**src/rtl/button_test_circuit_if.sv**
```systemverilog
`default_nettype none
// ============================================================================
// Module   : button_test_circuit_if
// Brief    : Button-in / event-count bundle between a board pin driver and
//            the button test circuit.
// Revision : 1.0
// ============================================================================
interface button_test_circuit_if #(
    parameter int BITS = 4
);
    logic            button_in;
    logic [BITS-1:0] Noisy_count;
    logic [BITS-1:0] Debounced_count;

    modport master (
        output button_in,
        input  Noisy_count,
        input  Debounced_count
    );

    modport slave (
        input  button_in,
        output Noisy_count,
        output Debounced_count
    );
endinterface
`default_nettype wire

```
**src/rtl/button_test_circuit.sv**
```systemverilog
`default_nettype none
// ============================================================================
// Module   : button_test_circuit
// Brief    : Synchronises and debounces a push-button, counting raw and
//            debounced rising edges so contact bounce becomes visible.
// Revision : 1.0
// ============================================================================
module button_test_circuit #(
    parameter int BITS            = 4,
    parameter int DEBOUNCE_CYCLES = 2_000_000
) (
    input  wire logic            clk,
    input  wire logic            reset,
    button_test_circuit_if.slave bus
);
    localparam logic [1:0]      c_ZERO  = 2'd0;
    localparam logic [1:0]      c_WAIT1 = 2'd1;
    localparam logic [1:0]      c_ONE   = 2'd2;
    localparam logic [1:0]      c_WAIT0 = 2'd3;
    // Timer starts at 0 on the first cycle of the new level, so the last
    // qualifying cycle sees DEBOUNCE_CYCLES-2 before stepping to the terminal.
    localparam logic [23:0]     c_TERM  = 24'(DEBOUNCE_CYCLES - 2);
    localparam logic [BITS-1:0] c_INC   = BITS'(1);

    logic            sync1_q, sync2_q, sync_prev_q;
    logic            db_prev_q;
    logic            noisy_pulse_q, db_pulse_q;
    logic [1:0]      state_q, state_d;
    logic [23:0]     timer_q, timer_d;
    logic [BITS-1:0] noisy_cnt_q, db_cnt_q;
    logic            w_db;

    always_comb begin
        state_d = state_q;
        timer_d = timer_q;
        case (state_q)
            c_ZERO: begin
                if (sync2_q) begin
                    timer_d = '0;
                    state_d = c_WAIT1;
                end
            end
            c_WAIT1: begin
                if (!sync2_q) begin
                    state_d = c_ZERO;
                end else begin
                    timer_d = timer_q + 24'd1;
                    if (timer_q == c_TERM) state_d = c_ONE;
                end
            end
            c_ONE: begin
                if (!sync2_q) begin
                    timer_d = '0;
                    state_d = c_WAIT0;
                end
            end
            c_WAIT0: begin
                if (sync2_q) begin
                    state_d = c_ONE;
                end else begin
                    timer_d = timer_q + 24'd1;
                    if (timer_q == c_TERM) state_d = c_ZERO;
                end
            end
            default: state_d = c_ZERO;
        endcase
    end

    assign w_db = (state_q == c_ONE) || (state_q == c_WAIT0);

    always_ff @(posedge clk or posedge reset) begin
        if (reset) begin
            sync1_q       <= 1'b0;
            sync2_q       <= 1'b0;
            sync_prev_q   <= 1'b0;
            db_prev_q     <= 1'b0;
            noisy_pulse_q <= 1'b0;
            db_pulse_q    <= 1'b0;
            state_q       <= c_ZERO;
            timer_q       <= '0;
            noisy_cnt_q   <= '0;
            db_cnt_q      <= '0;
        end else begin
            sync1_q       <= bus.button_in;
            sync2_q       <= sync1_q;
            sync_prev_q   <= sync2_q;
            db_prev_q     <= w_db;
            // Edge pulses are registered so each counter steps one clock after its rise.
            noisy_pulse_q <= sync2_q & ~sync_prev_q;
            db_pulse_q    <= w_db & ~db_prev_q;
            state_q       <= state_d;
            timer_q       <= timer_d;
            if (noisy_pulse_q) noisy_cnt_q <= noisy_cnt_q + c_INC;
            if (db_pulse_q)    db_cnt_q    <= db_cnt_q + c_INC;
        end
    end

    assign bus.Noisy_count     = noisy_cnt_q;
    assign bus.Debounced_count = db_cnt_q;
endmodule
`default_nettype wire

```
**src/flat_wrapper.sv**
```systemverilog
// flat-port wrapper written by rule: the top's interface ports become plain ports
module button_test_circuit_flat 
#(
    parameter int BITS            = 4,
    parameter int DEBOUNCE_CYCLES = 2_000_000
)
  (clk, reset, bus_button_in, bus_Noisy_count, bus_Debounced_count);
  button_test_circuit_if #(.BITS(BITS)) bus_i ();
  input  wire logic clk;
  input  wire logic reset;
  input wire logic [$bits(bus_i.button_in)-1:0] bus_button_in;
  output wire logic [$bits(bus_i.Noisy_count)-1:0] bus_Noisy_count;
  output wire logic [$bits(bus_i.Debounced_count)-1:0] bus_Debounced_count;
  assign bus_i.button_in = bus_button_in;
  assign bus_Noisy_count = bus_i.Noisy_count;
  assign bus_Debounced_count = bus_i.Debounced_count;
  button_test_circuit #(.BITS(BITS), .DEBOUNCE_CYCLES(DEBOUNCE_CYCLES)) u_core (.clk(clk), .reset(reset), .bus(bus_i));
endmodule
```
**config.mk**
```make
export PLATFORM = sky130hd
export DESIGN_NAME = button_test_circuit_flat
export DESIGN_NICKNAME = d
export VERILOG_FILES = /design/src/rtl/button_test_circuit_if.sv /design/src/rtl/button_test_circuit.sv /design/src/flat_wrapper.sv
export SDC_FILE = /design/constraint.sdc
export NUM_CORES = 1
export LEC_CHECK = 0
export ABC_AREA = 1
export CAP_MARGIN = 40
export CORE_MARGIN = 2
export CORE_UTILIZATION = 50
export CTS_CLUSTER_DIAMETER = 120
export CTS_CLUSTER_SIZE = 20
export DETAILED_ROUTE_END_ITERATION = 8
export PLACE_DENSITY_LB_ADDON = 0.12
export SYNTH_ARGS = -nofsm -noshare
export SYNTH_HDL_FRONTEND = slang
export SYNTH_SLANG_ARGS = --single-unit
```
**constraint.sdc**
```tcl
create_clock -name clk -period 2.7 [get_ports clk]
set_clock_uncertainty 0.05 [all_clocks]
set_input_delay 0.675 -clock clk [delete_from_list [all_inputs] [get_ports clk]]
set_output_delay 0.675 -clock clk [all_outputs]
set_load 0.02 [all_outputs]
```
==> results of run 1 <==
-- worst paths after layout --
check	to	slack, ns	start	depth (start not counted)
worst max register to register	u_core.timer_q[20]$_DFFE_PP0P_	0.91	u_core.sync2_q$_DFF_PP0_	9
worst max-delay path	bus_Noisy_count[0]	0.65	u_core.bus.Noisy_count[0]$_DFFE_PP0P_	1
worst min-delay path	u_core.sync2_q$_DFF_PP0_	0.30	u_core.sync1_q$_DFF_PP0_	0
max in group asynchronous	u_core.timer_q[5]$_DFFE_PP0P_	1.51	reset	3
min in group asynchronous	u_core.bus.Debounced_count[0]$_DFFE_PP0P_	0.74	reset	3
worst min register to register	u_core.sync2_q$_DFF_PP0_	0.30	u_core.sync1_q$_DFF_PP0_	0
-- per-stage QoR --
step,setup slack [ns],instances,util,power (mW),cell area (um2)
2_1_floorplan,1.057,272,-,0.8011,2107
3_3_place_gp,0.9873,329,0.5578,0.8830,2247
3_5_place_dp,0.8830,329,0.5578,0.8924,2247
4_1_cts,0.6348,337,0.5845,1.372,2355
5_1_grt,0.5971,337,0.5845,1.425,2355
6_report,0.6452,337,0.5845,1.353,2355
-- registers in the layout (all words and copies together), names as in the netlist, named ones only --
signal and count:
u_core.state_q 1, u_core.sync_prev_q 1, u_core.db_pulse_q 1, u_core.bus.Debounced_count 4, u_core.sync1_q 1, u_core.timer_q 24
u_core.db_prev_q 1, u_core.bus.Noisy_count 4, u_core.sync2_q 1, u_core.noisy_pulse_q 1
-- routing by layer --
metal / vias up / track usage / routed length (um)
li1: 878 / - / -
met2: 18 / 0.3305 / 1927
met1: 762 / 0.2643 / 1965
met3: 4 / 0.04545 / 112
met4: 0 / 0.07108 / 57
met5: - / 0 / 0
-- cells by family (layout without fill, tap and decap cells) --
kind of cell	after synthesis	after routing	share of synthesized area
flip-flops	40	40	0.4751
AO/OA/AOI/OAI	20	20	0.05167
AND/OR/NAND/NOR	160	160	0.3355
XOR/XNOR	6	6	0.02494
adder cells (fa/ha/maj)	4	4	0.02375
multiplexers	2	2	0.01069
buffers and inverters	40	55	0.07838
-- report_power, final --
part           internal, mW  total [mW]  leakage, nW  switching [mW]
sequential            0.640       0.679        0.538          0.0396
clock                 0.274       0.478       0.0552           0.204
combinational        0.0921       0.196        0.573           0.104
total                  1.01        1.35         1.17           0.347
-- placed cells by master, fill, tap and decap left out --
cell type / count
nand2_2: 4
nor3_1: 4
clkinv_2: 1
nor2_4: 2
nand3_2: 3
nor2_2: 3
clkbuf_8: 5
a31oi_1: 1
o21bai_1: 2
a21oi_1: 10
nand3_1: 17
o31ai_1: 1
ha_1: 4
xor2_1: 4
nand4_1: 8
bufinv_16: 1
inv_1: 36
dfrtp_1: 40
and2_1: 1
nor2_1: 50
nor3_2: 1
o21ai_0: 6
buf_4: 1
clkbuf_1: 1
mux2_2: 2
nand2_1: 67
xnor2_1: 2
clkdlybuf4s50_1: 10
-- final cells by class --
cell class	instances	area, um2
inverters	36	135.1
multi-input cells	192	940.9
clock inverters	2	35.03
flip-flops and latches	40	1001
fillers	398	1674
repair buffers	11	107.6
clock buffers	6	72.57
well taps	50	62.56
==> metrics.cfg, run 1 <==
[synth]
ys_top_cells_by_count = 67 x nand2_1, 50 x nor2_1, 40 x dfrtp_1, 36 x inv_1, 17 x nand3_1
ys_async_sr_fraction = 1.000
synth_top_flop_cell = dfrtp_1
postSynthNetCount = 279
synth_area_per_cell_um2 = 7.746
synth.distinct_cells = 25
ys.warnings.count = 0
yosysTopAreaCell = dfrtp_1
synth_seq_cells = 40
synth_enable_flop_cells = 0
synth.most_common_cell = nand2_1
synth_sequential_area_ratio = 0.4751
netlist_area_um2 = 2107
synthCells = 272
synth_largest_type_area_fraction = 0.4751
synth_top_cells_by_area = dfrtp_1 48%, nand2_1 12%, nor2_1 8.9%, inv_1 6.4%, nand3_1 4.0%

[grt]
via_count_of_the_first_global_routing_pass = 1592
grt_max_degree = 41
grt_usage = 0.2023
overflow = 0
antenna_found_initial = 0
wire_length_of_the_first_global_routing_pass_mm = 7.038

[routing]
vias = 1662
pre_antenna_drt_iters = 4
drt_drc_violations_left = 0
route.final.wire_length_mm = 4.062
drt.antenna.violating_nets = 0
detail_route.vias_per_cell = 4.932
drt_iter0_drc = 141
routed_wire_length_per_instance_um = 12.05

[layout]
antenna_cells = 0
flow.area_growth_from_synthesis_pct = 11.76
num-nets-final = 293
post_route_cells_drive_above_1_share = 0.08014

[clock_tree]
clockRootBuffer = clkbuf_8
insertion_delay_ns = 0.29
tritoncts.num_buffers = 5
cts_repair_resize_count = 0
clk_pin_slew_worst_paths_ns = 0.07
tritoncts = built
ctsHtreeMaxLevel = 2
clock_tree.buffer_depth = 2
clock-sinks = 40
post-cts-setup-buffer-count = 0
postCtsHoldBufs = 0

[timing]
layout_worst_path_cycle_share = 0.7611
report.final.setup_viol = 0
hold_ws_ns = 0.3004
worstMarginPinSlew_ns = 0.4884
worst_slew_margin_rel = 0.6744
totalNegativeSetupSlack_ns = 0
minimum_clock_period_ns = 2.055
final-hold-violation-count = 0
drv_slew = 0
maxClockFrequency_mhz = 486.7
grt_setup_unrepaired = no

[critical_path]
critical_path_required_ns = 1.98
crit_path_cell_trace = clkdlybuf4s50_1
worst_setup_path_end_kind = primary output
worst-path-max-fanout = 4
crit_arrival_ns = 1.33
critical_path.startpoint_type = register
critical_path.max_stage_delay_ns = 0.63
critPathTopFamily = buffers and inverters
slowest_stage = clkdlybuf4s50_1
worst-path-buf-inv = 1
worstSetupPathType = reg -> out

[floorplan]
start_util = 0.5230
die-area_um2 = 4749
design.portCount = 11
vertical_die_dimension_um = 68.92
die_w_um = 68.92
coreArea_um2 = 4029
fp-row-count = 23

[placement]
dp_hpwl_mm = 3.005
place_congestion = 0.8127
io_buffer_count = 10

[pwr]
peakVddDrop_mv = 0.3096
power_leakage_nw = 1.166
cellPowerDensity_nw_per_um2 = 574.6

[hold_path]
min_path_type = reg -> reg

[flow_run]
max_cap_viol_count = 0

[outcome]
outcome = finished clean

(Power assumes the default switching activity.)
==> run 2, diff against run 1 <==
Clock period 2.7 ns to 2 ns, I/O delays scaled along.
==> metrics.cfg, run 2 (synthesized netlist as in run 1, its figures left out) <==
[placement]
dp_hpwl_mm = 2.885  ; -4.0%
place_congestion = 0.8189  ; +0.76%
io_buffer_count = 10  ; unchanged

[clock_tree]
clockRootBuffer = clkbuf_8
tritoncts = built
insertion_delay_ns = 0.29  ; about the same
cts_repair_resize_count = 0  ; unchanged
tritoncts.num_buffers = 5  ; unchanged
postCtsHoldBufs = 0  ; unchanged
clock-sinks = 40  ; unchanged
clock_tree.buffer_depth = 2  ; unchanged
post-cts-setup-buffer-count = 0  ; unchanged
ctsHtreeMaxLevel = 2  ; unchanged
clk_pin_slew_worst_paths_ns = 0.07  ; about the same

[floorplan]
design.portCount = 11  ; unchanged
fp-row-count = 23  ; unchanged
coreArea_um2 = 4029  ; unchanged
vertical_die_dimension_um = 68.92  ; unchanged
start_util = 0.5230  ; unchanged
die_w_um = 68.92  ; unchanged
die-area_um2 = 4749  ; unchanged

[critical_path]
critical_path.startpoint_type = register
worst-path-max-fanout = 4  ; unchanged
worst_r2r_endpoint = u_core.timer_q[18]$_DFFE_PP0P_
worst_setup_path_end_kind = primary output
crit_path_cell_trace = clkdlybuf4s50_1
slowest_stage = clkdlybuf4s50_1
critical_path.max_stage_delay_ns = 0.62  ; about the same
worst-path-buf-inv = 1  ; unchanged
setup.reg_to_reg.worst_slack_ns = 0.29  ; -0.62 ns
worstSetupPathType = reg -> out
crit_arrival_ns = 1.33  ; about the same
critical_path_required_ns = 1.45  ; -0.53 ns
critPathTopFamily = buffers and inverters
worst_r2r_path_depth = 9  ; unchanged

[timing]
minimum_clock_period_ns = 1.876
grt_setup_unrepaired = no
final-hold-violation-count = 0  ; unchanged
drv_slew = 0  ; unchanged
maxClockFrequency_mhz = 533.1
report.final.setup_viol = 0  ; unchanged
worstMarginPinSlew_ns = 0.4071  ; -0.08137 ns
totalNegativeSetupSlack_ns = 0  ; unchanged
worst_slew_margin_rel = 0.7277  ; +0.05329
layout_worst_path_cycle_share = 0.9379

[layout]
post_route_cells_drive_above_1_share = 0.08042  ; +0.0002802
antenna_cells = 0  ; unchanged
final.fill_count = 400  ; +0.50%
largest_reg_flops = 24  ; unchanged
largest-register = u_core.timer_q
num-nets-final = 293  ; unchanged
layout.cells.most_common_list = 67 x nand2_1, 50 x nor2_1, 40 x dfrtp_1, 36 x inv_1, 17 x nand3_1
mostFrequentLayoutCell = nand2_1
flow.area_growth_from_synthesis_pct = 13.36
total_area_of_multi_input_combinational_cells_um2 = 940.9  ; unchanged
layout.area.seq_um2 = 1001  ; unchanged

[pwr]
peakVddDrop_mv = 0.4410  ; +42%
power_leakage_nw = 1.179  ; +1.2%
totalPowerFinal_mw = 1.932  ; +43%
cellPowerDensity_nw_per_um2 = 808.8  ; +41%

[grt]
grt_max_degree = 41  ; unchanged
via_count_of_the_first_global_routing_pass = 1608  ; +1.0%
grt_usage = 0.1975  ; -0.004764
wire_length_of_the_first_global_routing_pass_mm = 6.927  ; -1.6%
overflow = 0  ; unchanged
antenna_found_initial = 0  ; unchanged

[routing]
pre_antenna_drt_iters = 4  ; unchanged
vias = 1687  ; +1.5%
drt_iter0_drc = 111  ; -21%
drt_drc_violations_left = 0  ; unchanged
detail_route.vias_per_cell = 5.021  ; +1.8%
routed_wire_length_per_instance_um = 11.90  ; -1.2%
route.final.wire_length_mm = 4.000  ; -1.5%
drt.antenna.violating_nets = 0  ; unchanged

[hold_path]
min_delay_worst_endpoint = u_core.sync2_q$_DFF_PP0_
min-delay-start = u_core.sync1_q$_DFF_PP0_
holdPathStages = 0  ; unchanged
min_path_type = reg -> reg

[flow_run]
max_cap_viol_count = 0  ; unchanged

[outcome]
outcome = finished clean

run 2: cell types whose count changed in the layout (fill, tap and decap cells not counted), sizes merged:
cell / before / now
bufinv: 1 / 2
clkbuf: 6 / 5
clkinv: 1 / 0
run 2: per-stage QoR:
| step | cells | area, um2 | hold slack [ns] | util | setup WS [ns] |
|---|---|---|---|---|---|
| finish | 336 | 2389 | 0.3004 | 0.5929 | 0.1243 |
| global route | 336 | 2389 | 0.3300 | 0.5929 | 0.05928 |
| CTS | 336 | 2389 | 0.3020 | 0.5929 | 0.1074 |
| detailed placement | 329 | 2260 | 0.2847 | 0.5609 | 0.2934 |
| global placement | 329 | 2260 | 0.2850 | 0.5609 | 0.3424 |
| floorplan | 272 | 2107 | 0.2812 | - | 0.5324 |
run 2: worst max-delay path by stage:
stage	start	end	slack, ns	depth (start not counted)
2_1_floorplan	reset	async pin	0.53	1
3_3_place_gp	u_core.sync2_q$_DFF_PP0_	u_core.timer_q[12]$_DFFE_PP0P_	0.34	9
3_5_place_dp	u_core.sync2_q$_DFF_PP0_	u_core.timer_q[20]$_DFFE_PP0P_	0.29	9
4_1_cts	u_core.bus.Debounced_count[0]$_DFFE_PP0P_	bus_Debounced_count[0]	0.11	1
5_1_grt	u_core.sync2_q$_DFF_PP0_	u_core.timer_q[12]$_DFFE_PP0P_	0.06	9
6_report	u_core.bus.Debounced_count[0]$_DFFE_PP0P_	bus_Debounced_count[0]	0.12	1
run 2: power breakdown:
group,internal [mW],leakage [nW],switching (mW)
clock,0.491,0.0642,0.263
sequential,0.864,0.538,0.0531
combinational,0.126,0.577,0.135
total,1.48,1.18,0.452
run 2: cell type report:
type	instances	share of cell area
inverter	36	0.05657
clock inverter	2	0.02514
sequential	40	0.4191
clock buffer	5	0.02881
tap	50	0.02619
multi-input combinational	192	0.3939
timing repair buffer	11	0.05029
run 2: per-layer routing:
layer | part of all wire | up-vias | routed length [um] | GRT usage
met5 | 0 | - | 0 | 0
met4 | 0.011 | 0 | 42 | 0.07843
met3 | 0.024 | 5 | 95 | 0.04058
met2 | 0.48 | 21 | 1935 | 0.3293
met1 | 0.48 | 783 | 1926 | 0.2510
li1 | - | 878 | - | -
==> run 3, diff against run 2 <==
Settings changed: CAP_MARGIN 40 to unset, CORE_MARGIN 2 to 3.
==> metrics.cfg, run 3 (synthesized netlist as in run 1, its figures left out) <==
[outcome]
outcome = finished clean

[routing]
vias = 1698  ; +0.65%
drt.antenna.violating_nets = 0  ; unchanged
detail_route.vias_per_cell = 5.054  ; +0.65%
routed_wire_length_per_instance_um = 11.70  ; -1.7%
drt_drc_violations_left = 0  ; unchanged
drt_iter0_drc = 70  ; -37%
pre_antenna_drt_iters = 4  ; unchanged
route.final.wire_length_mm = 3.932  ; -1.7%

[timing]
totalNegativeSetupSlack_ns = 0  ; unchanged
drv_slew = 0  ; unchanged
final-hold-violation-count = 0  ; unchanged
maxClockFrequency_mhz = 533.1  ; about the same
layout_worst_path_cycle_share = 0.9379  ; about the same
minimum_clock_period_ns = 1.876  ; +0.0001330 ns
postLayoutSetupSlackWorst_ns = 0.1242  ; -0.0001330 ns
report.final.setup_viol = 0  ; unchanged
worst_slew_margin_rel = 0.7400  ; +0.01232
grt_setup_unrepaired = no
worstMarginPinSlew_ns = 0.3886  ; -0.01842 ns

[placement]
place_area_um2 = 2265  ; +0.22%
dpl_worst_slack_ns = 0.4368  ; +0.1434 ns
dp_hpwl_mm = 2.849  ; -1.2%
io_buffer_count = 10  ; unchanged
place_congestion = 0.8251  ; +0.76%
place_inst = 328  ; -0.30%

[critical_path]
slowest_stage = clkdlybuf4s50_1
crit_path_cell_trace = clkdlybuf4s50_1
critical_path.startpoint_type = register
crit_arrival_ns = 1.33  ; about the same
critPathTopFamily = buffers and inverters
worst-path-buf-inv = 1  ; unchanged
worst_setup_path_end_kind = primary output
worstSetupPathType = reg -> out
worst-path-max-fanout = 4  ; unchanged
critical_path_required_ns = 1.45  ; about the same
critical_path.max_stage_delay_ns = 0.62  ; about the same

[floorplan]
die-area_um2 = 5029  ; +5.9%
vertical_die_dimension_um = 70.92  ; +2.9%
coreArea_um2 = 3854  ; -4.3%
design.portCount = 11  ; unchanged
start_util = 0.5468  ; +0.02377
die_w_um = 70.92  ; +2.9%
fp-row-count = 22  ; -4.3%

[layout]
num-nets-final = 294  ; +0.34%
finalNonFillerCells = 336  ; unchanged
mostFrequentLayoutCell = nand2_1
finish.instance_area_um2 = 2381  ; -0.31%
largest-register = u_core.timer_q
largest_reg_flops = 24  ; unchanged
layout.cells.most_common_list = 67 x nand2_1, 50 x nor2_1, 40 x dfrtp_1, 36 x inv_1, 17 x nand3_1
post_route_cells_drive_above_1_share = 0.08681  ; +0.006386
final_core_utilization = 0.6179  ; +0.02500
antenna_cells = 0  ; unchanged
flow.area_growth_from_synthesis_pct = 13.00

[grt]
antenna_found_initial = 0  ; unchanged
grt_usage = 0.1793  ; -0.01822
overflow = 0  ; unchanged
via_count_of_the_first_global_routing_pass = 1640  ; +2.0%
wire_length_of_the_first_global_routing_pass_mm = 7.293  ; +5.3%
grt_max_degree = 41  ; unchanged

[clock_tree]
clock-sinks = 40  ; unchanged
clock_tree.buffer_depth = 2  ; unchanged
cts_repair_resize_count = 0  ; unchanged
post-cts-setup-buffer-count = 0  ; unchanged
tritoncts.num_buffers = 5  ; unchanged
clk_pin_slew_worst_paths_ns = 0.08  ; about the same
clockRootBuffer = clkbuf_8
tritoncts = built
ctsHtreeMaxLevel = 2  ; unchanged
insertion_delay_ns = 0.29  ; about the same
postCtsHoldBufs = 0  ; unchanged

[pwr]
cellPowerDensity_nw_per_um2 = 776.7  ; -4.0%
power_leakage_nw = 1.178  ; about the same
peakVddDrop_mv = 0.4427  ; +0.39%

[hold_path]
min_path_type = reg -> reg

[flow_run]
max_cap_viol_count = 0  ; unchanged

## run 3: changes by cell type in the layout (fill, tap and decap cells not counted), sizes merged
| cell | before | now |
|---|---|---|
| clkinv | 0 | 2 |
| bufinv | 2 | 1 |
| buf | 1 | 2 |
## run 3: worst paths after layout
| check | start | end | slack (ns) | depth (start not counted) |
|---|---|---|---|---|
| max | u_core.bus.Noisy_count[0]$_DFFE_PP0P_ | bus_Noisy_count[0] | 0.12 | 1 |
| min | u_core.sync1_q$_DFF_PP0_ | u_core.sync2_q$_DFF_PP0_ | 0.32 | 0 |
| max reg2reg | u_core.timer_q[0]$_DFFE_PP0P_ | register | 0.41 | 9 |
| min reg2reg | u_core.sync1_q$_DFF_PP0_ | u_core.sync2_q$_DFF_PP0_ | 0.32 | 0 |
| max in group asynchronous | reset | u_core.timer_q[13]$_DFFE_PP0P_ | 1.20 | 3 |
| min in group asynchronous | reset | u_core.timer_q[15]$_DFFE_PP0P_ | 0.51 | 3 |
## run 3: layer usage
metal  global-route usage  wire [um]  vias to the layer above
met2               0.2894       1776                       24
met3              0.02983        144                        6
met4              0.06263         65                        0
met1               0.2448       1945                      783
met5                    0          0                        -
li1                     -          -                      885
## run 3: cell type report
cell class                      instances  area [um2]
Inverter                               36       135.1
Clock inverter                          3       47.55
Clock buffer                            5       68.82
Multi-Input combinational cell        192       940.9
Sequential cell                        40        1001
Tap cell                               48       60.06
Fill cell                             355        1473
Timing Repair Buffer                   12       127.6
## run 3: metrics by stage
step / power, mW / hold WS [ns]
2_1_floorplan: 1.082 / 0.2812
3_3_place_gp: 1.197 / 0.2828
3_5_place_dp: 1.207 / 0.2991
4_1_cts: 1.876 / 0.3188
5_1_grt: 1.942 / 0.3437
6_report: 1.849 / 0.3171
## run 3: report_power, final
group          switching (mW)  internal, mW  leakage (nW)
logic                   0.139         0.128         0.582
registers              0.0527         0.863         0.538
clock network           0.291         0.376        0.0583
total                   0.482          1.37          1.18
